===== config.mk =====
export PLATFORM = sky130hd
export DESIGN_NAME = shift_led_right_flat
export DESIGN_NICKNAME = d
export VERILOG_FILES = /design/src/rtl/shift_led_right_pkg.sv /design/src/rtl/shift_led_right_if.sv /design/src/rtl/shift_led_right_led_tick_gen.sv /design/src/rtl/shift_led_right.sv /design/src/flat_wrapper.sv
export SDC_FILE = /design/constraint.sdc
export NUM_CORES = 1
export LEC_CHECK = 0
export BUFFER_PORTS_ARGS = -buffer_cell sky130_fd_sc_hd__buf_2
export CAP_MARGIN = 15
export CELL_PAD_IN_SITES_DETAIL_PLACEMENT = 1
export CELL_PAD_IN_SITES_GLOBAL_PLACEMENT = 1
export CORE_ASPECT_RATIO = 1.1
export CORE_MARGIN = 5
export CORE_UTILIZATION = 41
export CTS_BUF_LIST = sky130_fd_sc_hd__clkbuf_2 sky130_fd_sc_hd__clkbuf_4 sky130_fd_sc_hd__clkbuf_8
export DETAILED_ROUTE_END_ITERATION = 8
export PLACE_DENSITY = 0.76
export SYNTH_ARGS = -nofsm -noshare
export SYNTH_HDL_FRONTEND = slang
export SYNTH_SLANG_ARGS = --single-unit

===== constraint.sdc =====
create_clock -name sys_clk -period 2 [get_ports sys_clk]
set_input_delay 0.4 -clock sys_clk [delete_from_list [all_inputs] [get_ports sys_clk]]
set_output_delay 0.4 -clock sys_clk [all_outputs]
set_load 0.005 [all_outputs]

===== src/rtl/shift_led_right_pkg.sv =====
// Shared constants for the LED shift partitions (left and right variants).
// Both variants step at the same rate and reset to the same pattern.
package shift_led_right_pkg;

  localparam int LED_W           = 16;
  localparam int POS_W           = $clog2(LED_W);
  localparam int CLK_DIV_DEFAULT = 10_000_000;

  localparam logic [LED_W-1:0] LED_RESET_PAT = {1'b1, {(LED_W-1){1'b0}}};
  localparam logic [POS_W-1:0] POS_RESET     = POS_W'(LED_W-1);

  typedef enum logic [1:0] {
    STEP_SHIFT,
    STEP_WRAP,
    STEP_RECOVER
  } step_kind_e;

  function automatic logic is_onehot(input logic [LED_W-1:0] v);
    return (v != '0) && ((v & (v - 1'b1)) == '0);
  endfunction

endpackage


===== src/rtl/shift_led_right_if.sv =====
// Pin footprint of the LED shift partition, shared by both shift variants.
interface shift_led_right_if;
  import shift_led_right_pkg::*;

  logic             en;
  logic [LED_W-1:0] led;
  logic [POS_W-1:0] pos;
  logic             step;
  logic             wrap;
  logic             err;

  modport master (output en, input led, pos, step, wrap, err);
  modport slave  (input en, output led, pos, step, wrap, err);

endinterface


===== src/rtl/shift_led_right_led_tick_gen.sv =====
// Clock-enable divider: tick is high during the last enabled count of each
// period, so the consumer's register updates on the terminal-count edge.
module led_tick_gen
  import shift_led_right_pkg::*;
#(
  parameter int CLK_DIV = CLK_DIV_DEFAULT
) (
  input  logic sys_clk,
  input  logic rst,
  input  logic en,
  output logic tick_o
);

  localparam int              CNT_W    = $clog2(CLK_DIV);
  localparam logic [CNT_W-1:0] CNT_LAST = CNT_W'(CLK_DIV - 1);

  logic [CNT_W-1:0] cnt_q, cnt_d;

  always_comb begin
    cnt_d  = cnt_q;
    tick_o = 1'b0;
    if (en) begin
      if (cnt_q == CNT_LAST) begin
        cnt_d  = '0;
        tick_o = 1'b1;
      end else begin
        cnt_d = cnt_q + 1'b1;
      end
    end
  end

  always_ff @(posedge sys_clk) begin
    if (rst) cnt_q <= '0;
    else     cnt_q <= cnt_d;
  end

endmodule


===== src/rtl/shift_led_right.sv =====
// Right-rotating single-LED pattern with position, step/wrap pulses and a
// sticky one-hot integrity flag for the static region to monitor.
module shift_led_right
  import shift_led_right_pkg::*;
#(
  parameter int CLK_DIV = CLK_DIV_DEFAULT
) (
  input logic              sys_clk,
  input logic              rst,
  shift_led_right_if.slave led_if
);

  logic             tick;
  logic [LED_W-1:0] led_q, led_d;
  logic [POS_W-1:0] pos_q, pos_d;
  logic             step_q, step_d;
  logic             wrap_q, wrap_d;
  logic             err_q, err_d;
  step_kind_e       kind;

  led_tick_gen #(.CLK_DIV(CLK_DIV)) u_tick (
    .sys_clk (sys_clk),
    .rst     (rst),
    .en      (led_if.en),
    .tick_o  (tick)
  );

  // A corrupted pattern is reloaded rather than shifted, so it never propagates.
  always_comb begin
    if (!is_onehot(led_q)) kind = STEP_RECOVER;
    else if (led_q[0])     kind = STEP_WRAP;
    else                   kind = STEP_SHIFT;
  end

  always_comb begin
    led_d  = led_q;
    pos_d  = pos_q;
    step_d = tick;
    wrap_d = 1'b0;
    err_d  = err_q;
    if (tick) begin
      case (kind)
        STEP_SHIFT: begin
          led_d = led_q >> 1;
          pos_d = pos_q - 1'b1;
        end
        STEP_WRAP: begin
          led_d  = LED_RESET_PAT;
          pos_d  = POS_RESET;
          wrap_d = 1'b1;
        end
        default: begin
          led_d = LED_RESET_PAT;
          pos_d = POS_RESET;
          err_d = 1'b1;
        end
      endcase
    end
  end

  always_ff @(posedge sys_clk) begin
    if (rst) begin
      led_q  <= LED_RESET_PAT;
      pos_q  <= POS_RESET;
      step_q <= 1'b0;
      wrap_q <= 1'b0;
      err_q  <= 1'b0;
    end else begin
      led_q  <= led_d;
      pos_q  <= pos_d;
      step_q <= step_d;
      wrap_q <= wrap_d;
      err_q  <= err_d;
    end
  end

  assign led_if.led  = led_q;
  assign led_if.pos  = pos_q;
  assign led_if.step = step_q;
  assign led_if.wrap = wrap_q;
  assign led_if.err  = err_q;

endmodule

===== src/flat_wrapper.sv =====
// flat-port wrapper written by rule: the top's interface ports become plain ports
module shift_led_right_flat import shift_led_right_pkg::*;
#(
  parameter int CLK_DIV = CLK_DIV_DEFAULT
)
  (sys_clk, rst, led_if_en, led_if_led, led_if_pos, led_if_step, led_if_wrap, led_if_err);
  shift_led_right_if led_if_i ();
  input logic sys_clk;
  input logic rst;
  input wire logic [$bits(led_if_i.en)-1:0] led_if_en;
  output wire logic [$bits(led_if_i.led)-1:0] led_if_led;
  output wire logic [$bits(led_if_i.pos)-1:0] led_if_pos;
  output wire logic [$bits(led_if_i.step)-1:0] led_if_step;
  output wire logic [$bits(led_if_i.wrap)-1:0] led_if_wrap;
  output wire logic [$bits(led_if_i.err)-1:0] led_if_err;
  assign led_if_i.en = led_if_en;
  assign led_if_led = led_if_i.led;
  assign led_if_pos = led_if_i.pos;
  assign led_if_step = led_if_i.step;
  assign led_if_wrap = led_if_i.wrap;
  assign led_if_err = led_if_i.err;
  shift_led_right #(.CLK_DIV(CLK_DIV)) u_core (.sys_clk(sys_clk), .rst(rst), .led_if(led_if_i));
endmodule

* After elaboration in Yosys (flattened, before gate mapping)
Cells that the tools add are included.
** Word-level totals
- Output and inout bits :: 23
- Register bits after elaboration :: 47
** Operators by class
- Bitwise gates (word level) :: 3
- Reduce and logical (&&, ||, !) cells :: 7
- Muxes and demuxes :: 8
- Eq/ne operators :: 2
- Add/sub/neg operators :: 3
** Operators with widths (count)
- 24-bit by 1-bit adder with 24-bit output, second input constant :: 1
- 24-bit == test, second input constant :: 1
- 24-bit two-way mux :: 1
- 16-bit bitwise AND :: 1
- 16-bit zero test :: 1
- 16-bit two-way mux :: 1
- 16-bit nonzero test :: 1
- 16-bit by 1-bit subtractor with 16-bit output, second input constant :: 1
- 1-bit two-way mux :: 4
- 4-bit two-way mux :: 1
- 2-bit OR reduction :: 2
- 4-bit by 1-bit subtractor with 4-bit output, second input constant :: 1
- 2-bit by 1-bit == test with 1-bit output, second input constant :: 1
- 2-bit zero test :: 1
- 2-bit two-way mux :: 1
- 1-bit NOT :: 2
- 2-bit AND reduction :: 1
- 1-bit logical AND :: 1

* Depth between registers and ports, before layout
- Depth in word-level cells :: 9
- Mapped depth :: 8
- Mapped depth without buffers :: 7

* By module
Synthesis repeated with hierarchy kept, for this count alone.
** Second synthesis, totals
- Cell total of the unflattened synthesis :: 270
- Area, all modules :: 2372.3 µm²
** Modules (own cells, without submodules)
- led_tick_gen :: seq. area each 480.5 µm², area each 1265.0 µm², cells an instance 136, times used 1
- shift_led_right :: seq. area each 460.4 µm², area each 1107.3 µm², cells an instance 134, times used 1

* Worst setup path before layout
Ideal clock, no wire load.
- Kind :: reg-to-reg
- Start point :: reg u_core.led_q[0], in the netlist u_core.led_if.led[0]
- End point :: reg u_core.pos_q[0], in the netlist u_core.led_if.pos[0]
- Setup time :: 121 ps
- Path buffers :: 0
- Stages on the path, launching flop included :: 7
- Data arrival time :: 1998 ps
- Path slack :: -119 ps
- Cells stage by stage :: dfxtp_1 or4_4 a2111oi_2 or3_2 and4_4 nand4b_4 mux2_2
** Between the ends
- Cells in the longest elaborated chain, start to end :: 7
** RTL lines
- start, declared :: RTL line shift_led_right.sv:14 : logic [LED_W-1:0] led_q, led_d;
- start signal, assigned :: RTL line shift_led_right.sv:69 : led_q <= led_d;
- 16-bit by 1-bit subtractor with 16-bit output :: RTL line shift_led_right_pkg.sv:19 : return (v != '0) && ((v & (v - 1'b1)) == '0);
- 16-bit bitwise AND :: RTL line shift_led_right_pkg.sv:19
- 16-bit zero test :: RTL line shift_led_right_pkg.sv:19
- 1-bit logical AND :: RTL line shift_led_right_pkg.sv:19
- 2-bit two-way mux (*) :: RTL line shift_led_right.sv:30 : if (!is_onehot(led_q)) kind = STEP_RECOVER;
- 2-bit zero test (*) :: RTL line shift_led_right.sv:42 : case (kind)
- 4-bit two-way mux (*) :: RTL line shift_led_right.sv:42
- end signal, assigned :: RTL line shift_led_right.sv:70 : pos_q <= pos_d;
- end, declared :: RTL line shift_led_right.sv:15 : logic [POS_W-1:0] pos_q, pos_d;
Every way passes the cells marked *; elsewhere a longest branch is shown, timed or not.
A chain may end at the register's enable or synchronous reset.

* Worst setup path in the final report
- Start point :: reg u_core.led_q[1], in the netlist u_core.led_if.led[1]
- End point :: reg u_core.pos_q[1], in the netlist u_core.led_if.pos[1]
** Between the ends
- Cells in the longest elaborated chain, start to end :: 7
** RTL lines (RTL line)
- 16-bit by 1-bit subtractor with 16-bit output :: shift_led_right_pkg.sv:19
- 16-bit bitwise AND :: shift_led_right_pkg.sv:19
- 16-bit zero test :: shift_led_right_pkg.sv:19
- 1-bit logical AND (*) :: shift_led_right_pkg.sv:19
- 2-bit two-way mux (*) :: shift_led_right.sv:30
- 2-bit zero test (*) :: shift_led_right.sv:42
- 4-bit two-way mux (*) :: shift_led_right.sv:42
Marked as above.

==> flow_summary.toml <==
[drt]
drt-initial-drc-count = 67
first_pass_iters = 4
via_count = 2018
drt_wl_total_mm = 5.97
detail-route-antenna-nets = 0
viasPerCell = 5.44
route.detailed.drc = 0
wl_per_cell_um = 16.1

[timing]
setup_viol = 19
hold_viol = 0
post-route-period-util = 1.03
finalSetupTns_ns = -1.00
setup_ws_ns = -0.0635
fin_worst_skew_ns = 0.0126
clock.fmax_mhz = 485
worst_pin_slew_ns = 0.367
drv_slew = 0
rsz0062_at_grt = "yes"
post-route-min-period_ns = 2.06
relSlewSlack = 0.755

[critical_path]
path_max_fanout = 4
rr_startpoint = "u_core.led_if.led[1]"
worstSetupPathType = "flip-flop to flip-flop"
rr_endpoint = "u_core.led_if.pos[1]"
cpPeakStageDelay_ns = 0.58
worstPathCellList = "or4_4 > a2111oi_4 > or3_4 > and4_4 > nand4b_4 > buf_4 > a2bb2oi_1"
r2r_setup_slack_ns = -0.06
cp-start-kind = "flip-flop"
critPathSlowestCell = "or4_4"
cp.required_ns = 2.19
worstSetupEndpointType = "flip-flop"
reg2regPathDepth = 7
worstPathArrival_ns = 2.26

[run]
cap_violations = 0

[yosys]
syn_nets = 250
async_flop_share = 0
yosys_warnings = 0
synthFlopType = "dfxtp_1"
synth_edf_count = 0
yosysTopAreaCellShare = 0.438
syn_area_per_cell_sq_um = 8.77
yosysUniqueCellTypes = 48
yosys_register_bits = 47
synth_seq_area_share = 0.438
synth_top_area_cell = "dfxtp_1"
syn_area_sq_mm = 0.00215
synth_area_leaders = "dfxtp_1 (44%), nor2_1 (6.8%), xor2_1 (4.9%)"
syn_inst = 245

[grt]
grtUsageTotal = 0.183
grt_overflow = 0
grt_max_degree = 33
first_global_vias = 2108
antenna_found_initial = 0
grt_pass1_wl_mm = 9.96

[run_status]
violations = "setup timing"
status = "complete, but fails checks"

[final_layout]
fillers = 612
final_common_cell = "dfxtp_1"
mostFrequentLayoutCells = "dfxtp_1 (42), buf_4 (41), nor2_1 (37), buf_2 (25), inv_1 (20)"
area_delta_synth_final_pct = 35.7
drive_gt1_frac = 0.348
final_util = 0.579
stdcell_area_sq_mm = 0.00292
nNetsFinal = 317
antenna_cells = 0

[floorplan]
dieArea_sq_mm = 0.00679
die_y_um = 85.9
io_pins = 26
core_sq_mm = 0.00503
start_util = 0.427
fp-row-count = 27
fp.dieW_um = 79.0

[clock_network]
insertion_delay_ns = 0.31
clockBufferDepth = 2
htree_num_levels = 2
clk_pin_slew_ns = 0.10
cts_tree = "built"
clock_sinks = 47
numCtsBuffers = 5
root_buffer = "clkbuf_8"

[power_and_ir_drop]
power.density_mw_per_mm2 = 636
power_mw = 1.86
vdd_drop_max_v = 0.000355
leakage_nw = 1.19

[placed_design]
place_ws_ns = -0.142
dp_hpwl_mm = 4.21
portBuffers = 25
placed_area_sq_mm = 0.00266
gp_congestion = 0.802

[min_path]
min_to = "u_core.led_if.led[0]"
holdPathStages = 2
hp-class = "input pin to flip-flop"
hp-start = "rst"
-- what timing repair did --
item,in CTS,in global routing
hold buffers,0,0
resized for setup,4,20
endpoints found under the setup margin,20,29
pin swaps,2,5
buffers inserted,3,1
-- synthesized netlist by cell type, drive strengths merged, types with 2 or more instances --
| cell type | instances |
|---|---|
| dfxtp | 47 |
| nor2 | 40 |
| inv | 20 |
| nand2 | 15 |
| o22ai | 14 |
| xor2 | 12 |
| nand4 | 11 |
| xnor2 | 9 |
| clkbuf | 7 |
| nor3 | 7 |
| nor4 | 7 |
| and4 | 5 |
| nand3 | 5 |
| a21oi | 4 |
| or3 | 4 |
| o21ai | 3 |
| a41oi | 2 |
| and3 | 2 |
| and4b | 2 |
| ha | 2 |
| nand4b | 2 |
| nor3b | 2 |
| o21bai | 2 |
| o32a | 2 |
| or4 | 2 |
-- registers in the layout (all words and copies together) (netlist names) --
register and cells:
u_core.led_if.led 16, u_core.led_if.step 1, u_core.led_if.err 1, u_core.led_if.pos 4, u_core.led_if.wrap 1, u_core.u_tick.cnt_q 24
-- worst max-delay path: cells and delay by family, from the launching register on --
kind / cells / cell delay, ns
buf+inv: 1 / 0.16
compound gates: 2 / 0.32
simple gates: 4 / 1.13
flops: 1 / 0.35
-- area by class of cell --
cell class,instances,area [sq um],area share
clock inverter,3,67.6,0.0232
timing repair buffer,68,473,0.162
sequential,47,950,0.326
clock buffer,5,68.8,0.0236
inverter,20,75.1,0.0257
tap,58,72.6,0.0249
multi-input combinational,170,1210,0.415
-- stage by stage --
step	cells	hold slack [ns]
finish	371	0.393
global route	371	0.414
CTS	370	0.385
detailed placement	359	0.477
global placement	359	0.460
floorplan	245	0.471
-- per-layer routing --
layer / GRT usage / vias up / wire [um]
met4: 0.0625 / 0 / 79
met1: 0.196 / 984 / 2460
li1: - / 1004 / -
met2: 0.350 / 22 / 3290
met5: 0 / - / 0
met3: 0.0368 / 8 / 136
-- power by group --
part	switching (mW)	total, mW	internal [mW]
logic	0.0351	0.0671	0.0320
clock network	0.340	0.838	0.499
registers	0.00734	0.951	0.943
-- how the worst max path moves through the flow --
| stage | startpoint | to | slack (ns) | cells past startpoint |
|---|---|---|---|---|
| 2_1_floorplan | u_core.led_if.led[0] | u_core.led_if.led[10] | -0.003 | 7 |
| 3_3_place_gp | u_core.led_if.led[3] | u_core.led_if.led[15] | -0.03 | 9 |
| 3_5_place_dp | u_core.led_if.led[3] | u_core.led_if.led[1] | -0.14 | 9 |
| 4_1_cts | u_core.led_if.led[0] | u_core.led_if.led[15] | -0.07 | 8 |
| 5_1_grt | u_core.led_if.led[0] | u_core.led_if.err | -0.15 | 8 |
| 6_report | u_core.led_if.led[1] | u_core.led_if.pos[1] | -0.06 | 7 |
-- kinds of logic after synthesis --
| family | count (synthesis) | synth area share |
|---|---|---|
| DFF | 47 | 0.438 |
| AOI/OAI and AO/OA | 36 | 0.126 |
| muxes | 2 | 0.00990 |
| and+or+nand+nor | 108 | 0.272 |
| buffers and inverters | 28 | 0.0524 |
| xor gates and xnor gates | 21 | 0.0856 |
| adders and majority gates | 3 | 0.0163 |
Power figures use the tool's default switching activity.
